--- src/rtl/memory_arbiter_rr.sv ---
// Round-robin arbiter sharing one RAM port among NREQ requesters; grant held until ACCESS/ERROR/timeout.
// Latency: request seen in IDLE cycle t drives the RAM from t+1; minimum 2 cycles per access.
// Backpressure: req_wait_o stays high except on the completion cycle; optional MEM_ARB_PERF_EN adds grant_cnt_o.
module memory_arbiter_rr #(
  parameter int NREQ    = 3,
  parameter int AW      = 32,
  parameter int DW      = 32,
  parameter int TIMEOUT = 64
) (
  input  logic                 clk_i,
  input  logic                 rst_i,
  input  logic [NREQ-1:0]      req_ren_i,
  input  logic [NREQ-1:0]      req_wen_i,
  input  logic [NREQ*AW-1:0]   req_addr_i,
  input  logic [NREQ*DW-1:0]   req_store_i,
  output logic [NREQ-1:0]      req_wait_o,
  output logic [DW-1:0]        req_load_o,
  output logic [NREQ-1:0]      req_err_o,
  output logic                 ram_ren_o,
  output logic                 ram_wen_o,
  output logic [AW-1:0]        ram_addr_o,
  output logic [DW-1:0]        ram_store_o,
  input  logic [DW-1:0]        ram_load_i,
  input  logic [1:0]           ram_state_i
`ifdef MEM_ARB_PERF_EN
  ,
  output logic [NREQ*16-1:0]   grant_cnt_o
`endif
);

  localparam int IW = $clog2(NREQ);
  localparam int TW = (TIMEOUT > 2) ? $clog2(TIMEOUT) : 1;
  localparam bit TO_EN = (TIMEOUT > 0);
  localparam logic [TW-1:0] TLAST = (TIMEOUT > 0) ? TW'(TIMEOUT - 1) : '0;

  typedef enum logic {IDLE, ACTIVE} state_e;

  state_e          state_q, state_d;
  logic [IW-1:0]   ptr_q, ptr_d;
  logic [IW-1:0]   grant_q, grant_d;
  logic [TW-1:0]   timer_q, timer_d;

  logic [NREQ-1:0] act;
  logic            win_vld;
  logic [IW-1:0]   win_idx;
  logic            in_act, act_g, acc, rerr, to_hit, done_ok, done_to;
  logic [IW-1:0]   next_ptr;

  assign act      = req_ren_i | req_wen_i;
  assign in_act   = (state_q == ACTIVE);
  assign act_g    = act[grant_q];
  assign acc      = (ram_state_i == 2'b10);
  assign rerr     = (ram_state_i == 2'b11);
  assign to_hit   = TO_EN && (timer_q == TLAST);
  // A dropped request (abort) takes precedence: the requester is no longer waiting for a result.
  assign done_ok  = in_act & act_g & (acc | rerr);
  assign done_to  = in_act & act_g & ~acc & ~rerr & to_hit;
  assign next_ptr = (grant_q == IW'(NREQ - 1)) ? '0 : grant_q + 1'b1;

  // Round-robin pick: first active requester at or after ptr, wrapping upward.
  always_comb begin
    win_vld = 1'b0;
    win_idx = '0;
    for (int k = NREQ - 1; k >= 0; k--) begin
      int j;
      j = int'(ptr_q) + k;
      if (j >= NREQ) j = j - NREQ;
      if (act[j]) begin
        win_vld = 1'b1;
        win_idx = IW'(j);
      end
    end
  end

  // State and arbitration registers; reset abandons any access in flight.
  always_ff @(posedge clk_i or posedge rst_i) begin
    if (rst_i) begin
      state_q <= IDLE;
      ptr_q   <= '0;
      grant_q <= '0;
      timer_q <= '0;
    end else begin
      state_q <= state_d;
      ptr_q   <= ptr_d;
      grant_q <= grant_d;
      timer_q <= timer_d;
    end
  end

  // Next-state: arbitrate in IDLE, hold the grant in ACTIVE until completion or abort.
  always_comb begin
    state_d = state_q;
    ptr_d   = ptr_q;
    grant_d = grant_q;
    timer_d = timer_q;
    case (state_q)
      IDLE: begin
        if (win_vld) begin
          grant_d = win_idx;
          timer_d = '0;
          state_d = ACTIVE;
        end
      end
      default: begin
        if (!act_g) begin
          state_d = IDLE;
        end else if (done_ok || done_to) begin
          ptr_d   = next_ptr;
          state_d = IDLE;
        end else begin
          timer_d = (&timer_q) ? timer_q : timer_q + 1'b1;
        end
      end
    endcase
  end

  // Outputs: RAM is driven only from the granted requester while ACTIVE; write masks read.
  always_comb begin
    req_wait_o  = '1;
    req_err_o   = '0;
    req_load_o  = '0;
    ram_ren_o   = 1'b0;
    ram_wen_o   = 1'b0;
    ram_addr_o  = '0;
    ram_store_o = '0;
    if (in_act) begin
      ram_addr_o  = req_addr_i[grant_q*AW +: AW];
      ram_store_o = req_store_i[grant_q*DW +: DW];
      ram_wen_o   = req_wen_i[grant_q];
      ram_ren_o   = req_ren_i[grant_q] & ~req_wen_i[grant_q];
      if (done_ok || done_to) req_wait_o[grant_q] = 1'b0;
      if (done_ok) req_load_o = ram_load_i;
      if ((done_ok && rerr) || done_to) req_err_o[grant_q] = 1'b1;
    end
  end

`ifdef MEM_ARB_PERF_EN
  logic [NREQ-1:0][15:0] cnt_q;
  logic                  ok_cmpl;

  assign ok_cmpl     = done_ok & acc;
  assign grant_cnt_o = cnt_q;

  // Per-requester saturating count of successful completions.
  always_ff @(posedge clk_i or posedge rst_i) begin
    if (rst_i) begin
      cnt_q <= '0;
    end else if (ok_cmpl) begin
      for (int i = 0; i < NREQ; i++) begin
        if (grant_q == IW'(i) && cnt_q[i] != 16'hFFFF) cnt_q[i] <= cnt_q[i] + 16'd1;
      end
    end
  end
`endif

endmodule

--- config.mk ---
export PLATFORM = sky130hd
export DESIGN_NAME = memory_arbiter_rr
export DESIGN_NICKNAME = d
export VERILOG_FILES = /design/src/rtl/memory_arbiter_rr.sv
export SDC_FILE = /design/constraint.sdc
export NUM_CORES = 1
export LEC_CHECK = 0
export CAP_MARGIN = 15
export CORE_AREA = 2 2 131 133
export DETAILED_ROUTE_END_ITERATION = 12
export DIE_AREA = 0 0 133 135
export DONT_BUFFER_PORTS = 1
export GPL_ROUTABILITY_DRIVEN = 1
export PLACE_DENSITY = 0.38
export SLEW_MARGIN = 25
export SYNTH_ARGS = -nofsm -noshare
export SYNTH_HDL_FRONTEND = slang
export SYNTH_SLANG_ARGS = --single-unit
export TNS_END_PERCENT = 5
--- constraint.sdc ---
create_clock -name clk_i -period 3.3 [get_ports clk_i]
set_input_delay 0.33 -clock clk_i [delete_from_list [all_inputs] [get_ports clk_i]]
set_output_delay 0.33 -clock clk_i [all_outputs]
set_load 0.01 [all_outputs]
After elaboration in Yosys (flattened, before gate mapping)
Cells that the tools add are included.
{"block": "op_classes", "bitwise": 13, "addsub": 7, "muxes": 46, "n_mul": 0, "div": 0, "n_eq_ne": 7, "shifts": 2, "n_reduce_logical": 9, "magnitude_cmp": 8}
{"operator": "32-bit 2-to-1 mux", "n": 7}
{"operator": "96-bit by 8-bit indexed part select with 32-bit output", "n": 2}
{"operator": "32-bit by 4-bit less-than comparator with 1-bit output (second input constant)", "n": 3}
{"operator": "6-bit 2-to-1 mux", "n": 5}
{"operator": "1-bit 2-to-1 mux", "n": 19}
{"operator": "1-bit binary-select mux with 2-bit select", "n": 6}
{"operator": "3-bit 2-to-1 mux", "n": 4}
{"operator": "2-bit 2-to-1 mux", "n": 4}
{"operator": "3-bit by 2-bit subtractor with 4-bit output (second input constant)", "n": 2}
{"operator": "6-bit by 1-bit adder with 6-bit output (second input constant)", "n": 1}
{"operator": "1-bit bitwise AND", "n": 6}
{"operator": "2-bit equality test (second input constant)", "n": 3}
{"operator": "6-bit equality test (second input constant)", "n": 1}
{"operator": "3-bit by 2-bit >= comparator with 1-bit output (second input constant)", "n": 2}
{"operator": "6-bit AND reduction", "n": 1}
{"operator": "2-bit inequality test (second input constant)", "n": 2}
{"operator": "1-bit NOT", "n": 4}
{"operator": "4-bit AND reduction", "n": 1}
{"operator": "2-bit by 1-bit adder with 3-bit output (second input constant)", "n": 1}
{"operator": "2-bit by 2-bit adder with 3-bit output (second input constant)", "n": 1}
{"operator": "2-bit by 3-bit less-than comparator with 1-bit output (second input constant)", "n": 1}
{"operator": "3-bit NOT", "n": 1}
{"operator": "3-bit OR", "n": 1}
{"operator": "3-bit AND reduction", "n": 1}
{"operator": "other kinds (11)", "n": 13}
{"block": "word_totals", "n_memories": 0, "out_inout_bits": 104, "mem_bits_ro": 0, "ff_bits": 11, "in_bits": 234, "word_cells": 96, "mem_bits_rw": 0, "latch_bits": 0}

Longest topological paths before layout
Gate-level depths: netlist (run 1).
{"block": "logic_depth", "ltp_word": 11, "mapped_depth": 8}

Worst setup path before layout (run 1)
No wires, ideal clock.
{"block": "synth_timing", "path_kind": "reg2out", "from": "register grant_q[0]", "to": "output port req_err_o[2]", "slack_ns": 1.139, "n_path_buf": 2, "path_stages_with_launch": 7, "t_required_ns": 2.970, "t_arrival_ns": 1.831, "cell_sequence": "dfrtp_1 buf_2 o21bai_1 a2111o_1 clkbuf_1 a21o_1 nor3b_1"}
{"block": "synth_between", "elab_chain_len": 9, "elab_cells_between_ends": 16, "classes_between": "order compare (2); mux (6); bitwise (5); reduce/logical (3)"}
{"item": "start, declared", "line_no": "40", "source": "logic [IW-1:0] grant_q, grant_d;"}
{"item": "start signal, assigned", "line_no": "85", "source": "grant_q <= grant_d;"}
{"item": "1-bit binary-select mux with 2-bit select", "line_no": "51", "source": "assign act_g = act[grant_q];"}
{"item": "1-bit 2-to-1 mux (not written as such)", "line_no": "51"}
{"item": "1-bit bitwise AND", "line_no": "56, 57"}
{"item": "1-bit bitwise AND (3 in series)", "line_no": "57", "source": "assign done_to = in_act & act_g & ~acc & ~rerr & to_hit;"}
{"item": "1-bit logical OR", "line_no": "133", "source": "if ((done_ok && rerr) || done_to) req_err_o[grant_q] = 1'b1;"}
{"item": "3-bit 2-to-1 mux *", "line_no": "133"}
{"item": "3-bit 2-to-1 mux *", "line_no": "126", "source": "if (in_act) begin"}
{"item": "end, declared", "line_no": "18", "source": "output logic [NREQ-1:0] req_err_o,"}
Every way passes the cells marked *; elsewhere a longest branch is shown, timed or not. The select of a mux whose other input is x is not followed.

Worst setup path after layout (run 1)
{"block": "layout_timing", "from": "register grant_q[0]", "to": "output port req_load_o[9]"}
{"block": "layout_between", "elab_chain_len": 6}
{"item": "1-bit binary-select mux with 2-bit select", "line_no": "51"}
{"item": "1-bit 2-to-1 mux (not written as such)", "line_no": "51"}
{"item": "1-bit bitwise AND (2 in series)", "line_no": "56", "source": "assign done_ok = in_act & act_g & (acc | rerr);"}
{"item": "32-bit 2-to-1 mux", "line_no": "132", "source": "if (done_ok) req_load_o = ram_load_i;"}
{"item": "32-bit 2-to-1 mux", "line_no": "126"}
{"item": "end, declared", "line_no": "17", "source": "output logic [DW-1:0] req_load_o,"}
No other way between the ends. The select of a mux whose other input is x is not followed.

==> results of run 1 <==
cells in the mapped netlist:
cell type / count / area share, %
or4_1: 4 / 1.1
a31oi_1: 1 / 0.24
mux2_2: 3 / 1.3
inv_1: 8 / 1.1
nand2_1: 9 / 1.3
o31ai_1: 4 / 1.1
o221ai_1: 2 / 0.67
ha_1: 3 / 1.4
dfrtp_1: 11 / 10
or2_2: 1 / 0.24
clkbuf_1: 27 / 3.9
buf_1: 9 / 1.3
and2_1: 33 / 7.8
a31o_2: 1 / 0.33
or3_1: 2 / 0.48
maj3_1: 2 / 0.76
a21oi_1: 70 / 13
a21bo_2: 1 / 0.38
nor3b_1: 2 / 0.57
a2111o_1: 1 / 0.43
nor2b_1: 2 / 0.48
a21o_1: 1 / 0.29
nor3_1: 5 / 0.95
o21ai_0: 5 / 0.95
o21bai_1: 1 / 0.29
nand3_1: 3 / 0.57
mux2i_1: 67 / 25
nand4_1: 1 / 0.24
buf_2: 3 / 0.57
o211ai_1: 4 / 1.1
and3_1: 3 / 0.71
nor4b_1: 1 / 0.33
nor4_1: 2 / 0.48
nor2_1: 135 / 19
routing by layer:
layer	up-vias	global-route usage [%]	wire, um
li1	1397	-	-
met1	1389	11.9	4100
met2	230	19.8	5770
met3	21	1.46	919
met4	0	3.88	329
met5	-	0	0
per-stage QoR:
| step | utilization [%] | hold WS (ps) | power [uW] | setup WS (ps) | std cells |
|---|---|---|---|---|---|
| 2_1_floorplan | - | 182 | 1820 | 1140 | 427 |
| 3_3_place_gp | 17.3 | 252 | 2130 | 973 | 615 |
| 3_5_place_dp | 17.3 | 252 | 2170 | 953 | 615 |
| 4_1_cts | 17.8 | 386 | 2400 | 692 | 620 |
| 5_1_grt | 17.8 | 403 | 2570 | 637 | 622 |
| 6_report | 17.8 | 378 | 2360 | 715 | 622 |
state kept, by name, summed over array words and instances, names as in the netlist:
signal   count
grant_q      2
in_act       1
ptr_q        2
timer_q      6
worst max-delay path: cells and delay by family (launching register included):
kind	cells	cell delay [ps]
compound gates	2	820
buf+inv	1	250
flops	1	550
simple gates	2	390
final cells by class:
class / instances / area, um2
Fill cell: 1889 / 13500
Clock buffer: 4 / 78.8
Timing Repair Buffer: 8 / 75.1
Sequential cell: 11 / 280
Antenna cell: 2 / 5.00
Multi-Input combinational cell: 369 / 2180
Tap cell: 220 / 275
Inverter: 8 / 30.0
worst paths after layout:
path | to | depth (start not counted) | slack [ps] | startpoint
min reg2reg | ptr_q[0]$_DFFE_PP0P_ | 1 | 540 | ptr_q[0]$_DFFE_PP0P_
min | grant_q[0]$_DFFE_PP0P_ | 2 | 380 | req_wen_i[1]
max reg2reg | ptr_q[1]$_DFFE_PP0P_ | 4 | 1060 | grant_q[0]$_DFFE_PP0P_
min in group asynchronous | timer_q[4]$_DFFE_PP0P_ | 2 | 530 | rst_i
max | req_load_o[9] | 5 | 710 | grant_q[0]$_DFFE_PP0P_
max in group asynchronous | grant_q[0]$_DFFE_PP0P_ | 2 | 2430 | rst_i
power by group through the flow:
stage          Sequential (uW)  Clock (uW)  Combinational [uW]
2_1_floorplan              197           0                1620
3_3_place_gp               241           0                1890
3_5_place_dp               245           0                1920
4_1_cts                    244         229                1930
5_1_grt                    249         235                2080
6_report                   243         223                1900
cells by family (layout without fill, tap and decap cells):
family	count (synthesis)	count (layout)	share of synthesized area, %
AOI/OAI and AO/OA	91	91	19.2
other	0	2	0
and+or+nand+nor	203	203	34.6
buffers and inverters	47	20	6.85
adders and majority gates	5	5	2.19
DFF	11	11	10.5
muxes	70	70	26.8
==> impl_metrics.tcl, run 1 <==
set metrics [dict create \
    synth_cell_types 34 \
    setup_viol 0 \
    clock.fmax_mhz 387 \
    holdCritPathClass "primary input to flop" \
    post-route-min-period_ps 2590 \
    crit_path_top_delay_cell "a2111o_1" \
    syn_to_final_growth_pct 11.3 \
    tightest_slew_ps 687 \
    p_switching_uw 1380 \
    fp.dieH_um 135 \
    io_buffers 0 \
    start_kind "flop" \
    place_area_um2 2830 \
    insertion_delay_ps 240 \
    path_clk_slew_ps 40 \
    finClkSkew_ps 2.44 \
    path_cells "o21bai_1 -> a2111o_1 -> nor2_1 -> buf_4 -> and2_1" \
    intPower_uw 980 \
    min_period_over_period_pct 78.3 \
    rsz0062_at_grt "no" \
    antenna_found_initial 2 \
    p_seq_share_pct 10.3 \
    comb_power_share_pct 80.3 \
    status "completed" \
    core_area_um2 16400 \
    syn_area_um2 2630 \
    final_common_cell "nor2_1" \
    cts-root-buf "clkbuf_16" \
    syn_nets 664 \
    ant_nets 0 \
    postCtsSetupBuffers 0 \
    finalSetupTns_ps 0 \
    postSynthAreaPerCell_um2 6.16 \
    cts_tree "yes" \
    vias 3037 \
    grt_pass1_vias 2683 \
    fin_area_um2 2930 \
    p_leak_uw 0.00116 \
    finalHoldViolCount 0 \
    p_per_area_nw_per_um2 807 \
    ios 338 \
    clock_power_share_pct 9.4 \
    yosysWarnings 0 \
    cts_hold_buf 1 \
    gp_congestion 0.745 \
    wl_per_cell_um 17.9 \
    ctsResizeCount 0 \
    seq_area_frac_synth_pct 10.5 \
    drtIter0Drc 200 \
    cts.sinks 11 \
    dr.pass1.iters 4 \
    grt-ovfl-total 0 \
    layout_common_cells "nor2_1 (135), a21oi_1 (70), mux2i_1 (67)" \
    cts_buffers 3 \
    dieArea_um2 18000 \
    critPathMaxFanout 32 \
    layout-drive-gt1-share_pct 5.00 \
    place_hpwl_um 9160 \
    cap_violations 0 \
    wl_um 11100 \
    grt.total_usage_pct 10.5 \
    p_sw_share_pct 58.5 \
    vias_per_cell 4.88 \
    grt_max_degree 66 \
    peakVddDrop_uv 271 \
    endpoint_kind "output port" \
    nets 638 \
    critPathMaxStageDelay_ps 630 \
    initial_utilization_pct 16.0 \
    ys_ff_latch 11 \
    crit_type "flop to output port" \
    relSlewSlack_pct 54.2 \
    die_w_um 133 \
    cts_buffer_depth 2 \
    route.detailed.drc 0 \
    final_max_slew_viol_count 0 \
    crit_required_ps 2970 \
    grt_first_pass_wirelength_um 14800 \
    htreeDepth 1 \
    synth_cells 427 \
    num_rows 47 \
    arrival_ps 2260 \
]
(Power assumes the default switching activity.)
==> run 2, diff against run 1 <==
==> constraint.sdc (replaced) <==
create_clock -name clk_i -period 2.5 [get_ports clk_i]
set_input_delay 0.25 -clock clk_i [delete_from_list [all_inputs] [get_ports clk_i]]
set_output_delay 0.25 -clock clk_i [all_outputs]
set_load 0.01 [all_outputs]
==> impl_metrics.tcl, run 2 (synthesis results as in run 1) <==
set metrics [dict create \
    grt-ovfl-total 0 \
    fillCellCount 1850 \
    start_kind "flop" \
    cap_violations 0 \
    place_ws_ps 283 \
    grt_max_degree 66 \
    vias 3061 \
    layout_common_cells "nor2_1 (135), a21oi_1 (70), mux2i_1 (67)" \
    final_max_slew_viol_count 0 \
    post-route-min-period_ps 2380 \
    antenna_found_initial 1 \
    path_clk_slew_ps 40 \
    reg_top3 "timer_q: 6 flops, grant_q: 2 flops, ptr_q: 2 flops" \
    initial_utilization_pct 16.0 \
    relSlewSlack_pct 52.2 \
    holdCritPathClass "primary input to flop" \
    finalPower_uw 3160 \
    fp.dieH_um 135 \
    dr.pass1.iters 4 \
    wl_um 11100 \
    cts_buffers 3 \
    die_w_um 133 \
    final_common_cell "nor2_1" \
    setup_ws_ps 122 \
    use_met1_pct 12.6 \
    crit_type "flop to output port" \
    clock.fmax_mhz 420 \
    cts-root-buf "clkbuf_16" \
    multi_input_area_um2 2180 \
    dieArea_um2 18000 \
    finalSetupTns_ps 0 \
    core_area_um2 16400 \
    hold_slack_ps 306 \
    grt.total_usage_pct 10.7 \
    tightest_slew_ps 717 \
    gp_congestion 0.751 \
    peakVddDrop_uv 629 \
    final-seq-area_um2 280 \
    status "completed" \
    place_hpwl_um 9320 \
    place_area_um2 2880 \
    grt_pass1_vias 2832 \
    layout-drive-gt1-share_pct 6.65 \
    route.detailed.drc 0 \
    largest_register "timer_q" \
    syn_to_final_growth_pct 12.9 \
    critPathMaxFanout 32 \
    insertion_delay_ps 240 \
    num_rows 47 \
    crit_required_ps 2250 \
    wl_per_cell_um 17.8 \
    cts_buffer_depth 2 \
    min_period_over_period_pct 95.1 \
    grt_first_pass_wirelength_um 15300 \
    busiest_layer "met2" \
    htreeDepth 1 \
    io_buffers 0 \
    cts.sinks 11 \
    setup_viol 0 \
    nets 644 \
    finalHoldViolCount 0 \
    rsz0062_at_grt "no" \
    finClkSkew_ps 2.12 \
    vias_per_cell 4.88 \
    endpoint_kind "output port" \
    p_leak_uw 0.00119 \
    ios 338 \
    grt_use_met2_pct 19.7 \
    p_per_area_nw_per_um2 1060 \
    arrival_ps 2130 \
    fin_area_um2 2970 \
    ant_nets 0 \
    met3_usage_pct 1.05 \
    cts_tree "yes" \
    drtIter0Drc 120 \
    largest_reg_flops 6 \
]
==> run 2: cell types whose count changed in the layout (fill, tap and decap cells not counted) <==
cell	delta
buf_4	+6
a2111o_1	-1
a2111o_2	+1
diode_2	-1
==> run 2: per-layer routing <==
layer / wire length (um) / up-vias
li1: - / 1412
met1: 4200 / 1402
met2: 5720 / 223
met3: 767 / 24
met4: 455 / 0
met5: 0 / -
==> run 2: power by group <==
part / switching, uW / leakage [uW] / internal, uW / total (uW)
Combinational: 1690 / 0.00101 / 875 / 2570
Sequential: 76.4 / 0.000141 / 233 / 309
Clock: 74.7 / 0.0000382 / 214 / 288
==> run 2: through the flow <==
step | util [%] | std cells
finish | 18.1 | 627
global route | 18.1 | 627
CTS | 18.1 | 626
detailed placement | 17.5 | 621
global placement | 17.5 | 621
floorplan | - | 427
==> run 2: critical path: stages, from the launching register on <==
cell      delay (ps)
dfrtp_4          540
o21bai_1         180
a2111o_2         560
nor2_1           140
buf_4            250
and2_1           220
==> run 2: layout make-up <==
type | count | area share, %
inverter | 8 | 1.01
tap | 220 | 9.26
antenna | 1 | 0.0842
sequential | 11 | 9.43
timing repair buffer | 14 | 4.04
multi-input combinational | 369 | 73.5
clock buffer | 4 | 2.65
==> run 2: what timing repair did <==
action / 4_1_cts / 5_1_grt
endpoints found under the hold margin: 11 / 0
hold buffers: 1 / 0
setup buffers: 0 / 0
setup endpoints to repair: 0 / 38
resized for setup: 0 / 1
==> run 2: worst paths after layout <==
kind | from | end | slack, ps | cells past startpoint
worst min-delay path | req_wen_i[1] | grant_q[0]$_DFFE_PP0P_ | 310 | 2
worst min register to register | ptr_q[1]$_DFFE_PP0P_ | ptr_q[1]$_DFFE_PP0P_ | 530 | 1
worst max-delay path | grant_q[0]$_DFFE_PP0P_ | req_load_o[4] | 120 | 5
worst max register to register | grant_q[0]$_DFFE_PP0P_ | ptr_q[0]$_DFFE_PP0P_ | 380 | 4
max in group asynchronous | rst_i | grant_q[0]$_DFFE_PP0P_ | 1710 | 2
min in group asynchronous | rst_i | in_act$_DFF_PP0_ | 460 | 2
==> run 3, diff against run 2 <==
--- a/config.mk
+++ b/config.mk
@@ -5,10 +5,12 @@
 export SDC_FILE = /design/constraint.sdc
 export NUM_CORES = 1
 export LEC_CHECK = 0
+export ABC_AREA = 1
 export CAP_MARGIN = 15
-export CORE_AREA = 2 2 131 133
+export CORE_AREA = 2 2 130 132
+export CTS_BUF_LIST = sky130_fd_sc_hd__clkbuf_16
 export DETAILED_ROUTE_END_ITERATION = 12
-export DIE_AREA = 0 0 133 135
+export DIE_AREA = 0 0 132 134
 export DONT_BUFFER_PORTS = 1
 export GPL_ROUTABILITY_DRIVEN = 1
 export PLACE_DENSITY = 0.38
==> impl_metrics.tcl, run 3 <==
set metrics [dict create \
    cts_tree "yes" \
    path_cells "inv_1 -> nand2_1 -> o22ai_2 -> nand3_4 -> buf_4 -> nor2_1 -> buf_4" \
    intPower_uw 1540 \
    tightest_slew_ps 485 \
    comb_power_share_pct 84.2 \
    setup_viol 0 \
    syn_to_final_growth_pct 30.2 \
    dieArea_um2 17700 \
    finClkSkew_ps 3.58 \
    fillCellCount 1902 \
    syn_nets 783 \
    ios 338 \
    endpoint_kind "output port" \
    post-route-min-period_ps 2240 \
    reg2reg_depth 12 \
    place_hpwl_um 8900 \
    cts_buffer_depth 2 \
    path_common_cell "buf_4" \
    layout_common_cells "nand2_1 (240), inv_1 (91), buf_4 (62)" \
    path_clk_slew_ps 40 \
    setup_ws_ps 264 \
    dr.pass1.iters 5 \
    rsz0062_at_grt "no" \
    peakVddDrop_uv 340 \
    crit_type "flop to output port" \
    crit_required_ps 2250 \
    ys_ff_latch 11 \
    final_common_cell "nand2_1" \
    wl_per_cell_um 13.9 \
    finalSetupTns_ps 0 \
    grt-ovfl-total 0 \
    clock_power_share_pct 7.8 \
    critPathMaxStageDelay_ps 420 \
    async_reset_ff_share_pct 100 \
    path_buf_inv 3 \
    final-seq-area_um2 275 \
    drtIter0Drc 200 \
    p_per_area_nw_per_um2 1100 \
    crit_family "buffers and inverters" \
    gp_congestion 0.802 \
    fp.dieH_um 134 \
    status "completed" \
    cap_violations 0 \
    fin_area_um2 3380 \
    layout-drive-gt1-share_pct 13.5 \
    synthTopCellsByCount "nand2_1 (240), inv_1 (91), nand3_1 (59)" \
    place_area_um2 3290 \
    p_seq_share_pct 8.1 \
    wl_um 11200 \
    final_max_slew_viol_count 0 \
    place_ws_ps 426 \
    cts.sinks 11 \
    synth_most_common_cell "nand2_1" \
    ant_nets 0 \
    post_synth_main_area_contributors "nand2_1 (35%), inv_1 (13%), nand3_1 (11%), dfrtp_1 (11%), nor2_1 (6.1%)" \
    core_area_um2 16300 \
    min_period_over_period_pct 89.5 \
    ys.flop_type "dfrtp_1" \
    route.detailed.drc 0 \
    grt.total_usage_pct 11.3 \
    crit_path_top_delay_cell "dfrtp_1" \
    num_rows 47 \
    holdPathStages 4 \
    initial_utilization_pct 15.9 \
    postSynthAreaPerCell_um2 4.76 \
    syn_area_um2 2600 \
    yosysWarnings 0 \
    synth_cells 546 \
    cts_buffers 3 \
    die_w_um 132 \
    nets 822 \
    vias 3507 \
    reg_top3 "timer_q: 6 flops, grant_q: 2 flops, ptr_q: 2 flops" \
    p_sw_share_pct 58.8 \
    finalHoldViolCount 0 \
    clock.fmax_mhz 447 \
    vias_per_cell 4.36 \
    insertion_delay_ps 240 \
    cts-root-buf "clkbuf_16" \
    synth_cell_types 27 \
    largest_reg_flops 6 \
    critPathMaxFanout 20 \
    worst-path-stages 7 \
    grt_max_degree 69 \
    arrival_ps 1990 \
    multi_input_area_um2 1860 \
    grt_pass1_vias 3147 \
    io_buffers 0 \
    relSlewSlack_pct 67.7 \
    largest_register "timer_q" \
    num_antenna_cells 0 \
    synth_edf_count 0 \
    postCtsSetupBuffers 0 \
    yosys.area.top_type "nand2_1" \
    postLayoutCoreUtil_pct 20.8 \
    antenna_found_initial 0 \
    grt_first_pass_wirelength_um 16300 \
    seq_area_frac_synth_pct 10.6 \
    holdCritPathClass "primary input to flop" \
    finalPower_uw 3730 \
    htreeDepth 1 \
    p_switching_uw 2190 \
    start_kind "flop" \
    synth_top_area_share_pct 34.7 \
    p_leak_uw 0.00198 \
]
==> run 3: cell types whose count changed after synthesis, moves of 51 or more <==
cell     previous run  this run
nor2_1            135        42
a21oi_1            70        19
nand3_1             3        59
nand2_1             9       240
mux2i_1            67         0
inv_1               8        91
==> run 3: final cells by class <==
type	instances	area share, %
clock inverters	1	0.111
well taps	220	8.14
flip-flops and latches	11	8.14
clock buffers	3	2.22
inverters	91	10.1
multi-input cells	411	54.9
repair buffers	67	16.4
==> run 3: power by group through the flow <==
stage,logic [uW],registers (uW),clock network (uW)
after global placement,3190,302,0
after CTS,3180,301,297
after detailed placement,3150,304,0
final,3140,300,290
after floorplan,2190,280,0
after global routing,3500,312,308
==> run 3: kinds of logic after synthesis <==
logic type	count (synthesis)	synth area share, %
AOI/OAI and AO/OA	54	13.4
DFF	11	10.6
and+or+nand+nor	352	55.1
buffers and inverters	124	18.7
adders and majority gates	3	1.45
xor gates and xnor gates	2	0.674
==> run 3: what timing repair did <==
| item | CTS | global route |
|---|---|---|
| hold buffers | 1 | 0 |
| resized for setup | 0 | 1 |
| endpoints found under the hold margin | 11 | 0 |
| setup endpoints to repair | 0 | 2 |
==> run 3: per-stage QoR <==
stage | hold slack, ps | cells
2_1_floorplan | 102 | 546
3_3_place_gp | 182 | 799
3_5_place_dp | 187 | 799
4_1_cts | 402 | 804
5_1_grt | 452 | 804
6_report | 398 | 804
==> run 3: path summary, 6_finish.rpt <==
check                                       start                endpoint  slack (ps)
setup / recovery           grant_q[0]$_DFFE_PP0P_          req_load_o[14]         260
hold / removal                     ram_state_i[1]  timer_q[3]$_DFFE_PP0P_         400
setup reg to reg             ptr_q[0]$_DFFE_PP0P_  timer_q[1]$_DFFE_PP0P_         520
hold reg to reg            timer_q[4]$_DFFE_PP0P_  timer_q[4]$_DFFE_PP0P_         510
max in group asynchronous                   rst_i  timer_q[1]$_DFFE_PP0P_        1690
min in group asynchronous                   rst_i    ptr_q[0]$_DFFE_PP0P_         480
==> run 3: worst min-delay path, stage by stage <==
cell	delay (ps)
inv_1	40
nand4_2	160
nand3_1	90
nand2_1	60
==> run 3: layer usage <==
metal | GRT usage [%] | vias to the layer above | part of all wire (%)
met5 | 0 | - | 0
met4 | 1.99 | 0 | 0.58
met3 | 2.08 | 8 | 8.7
met2 | 21.6 | 214 | 51
met1 | 13.1 | 1535 | 39
li1 | - | 1750 | -
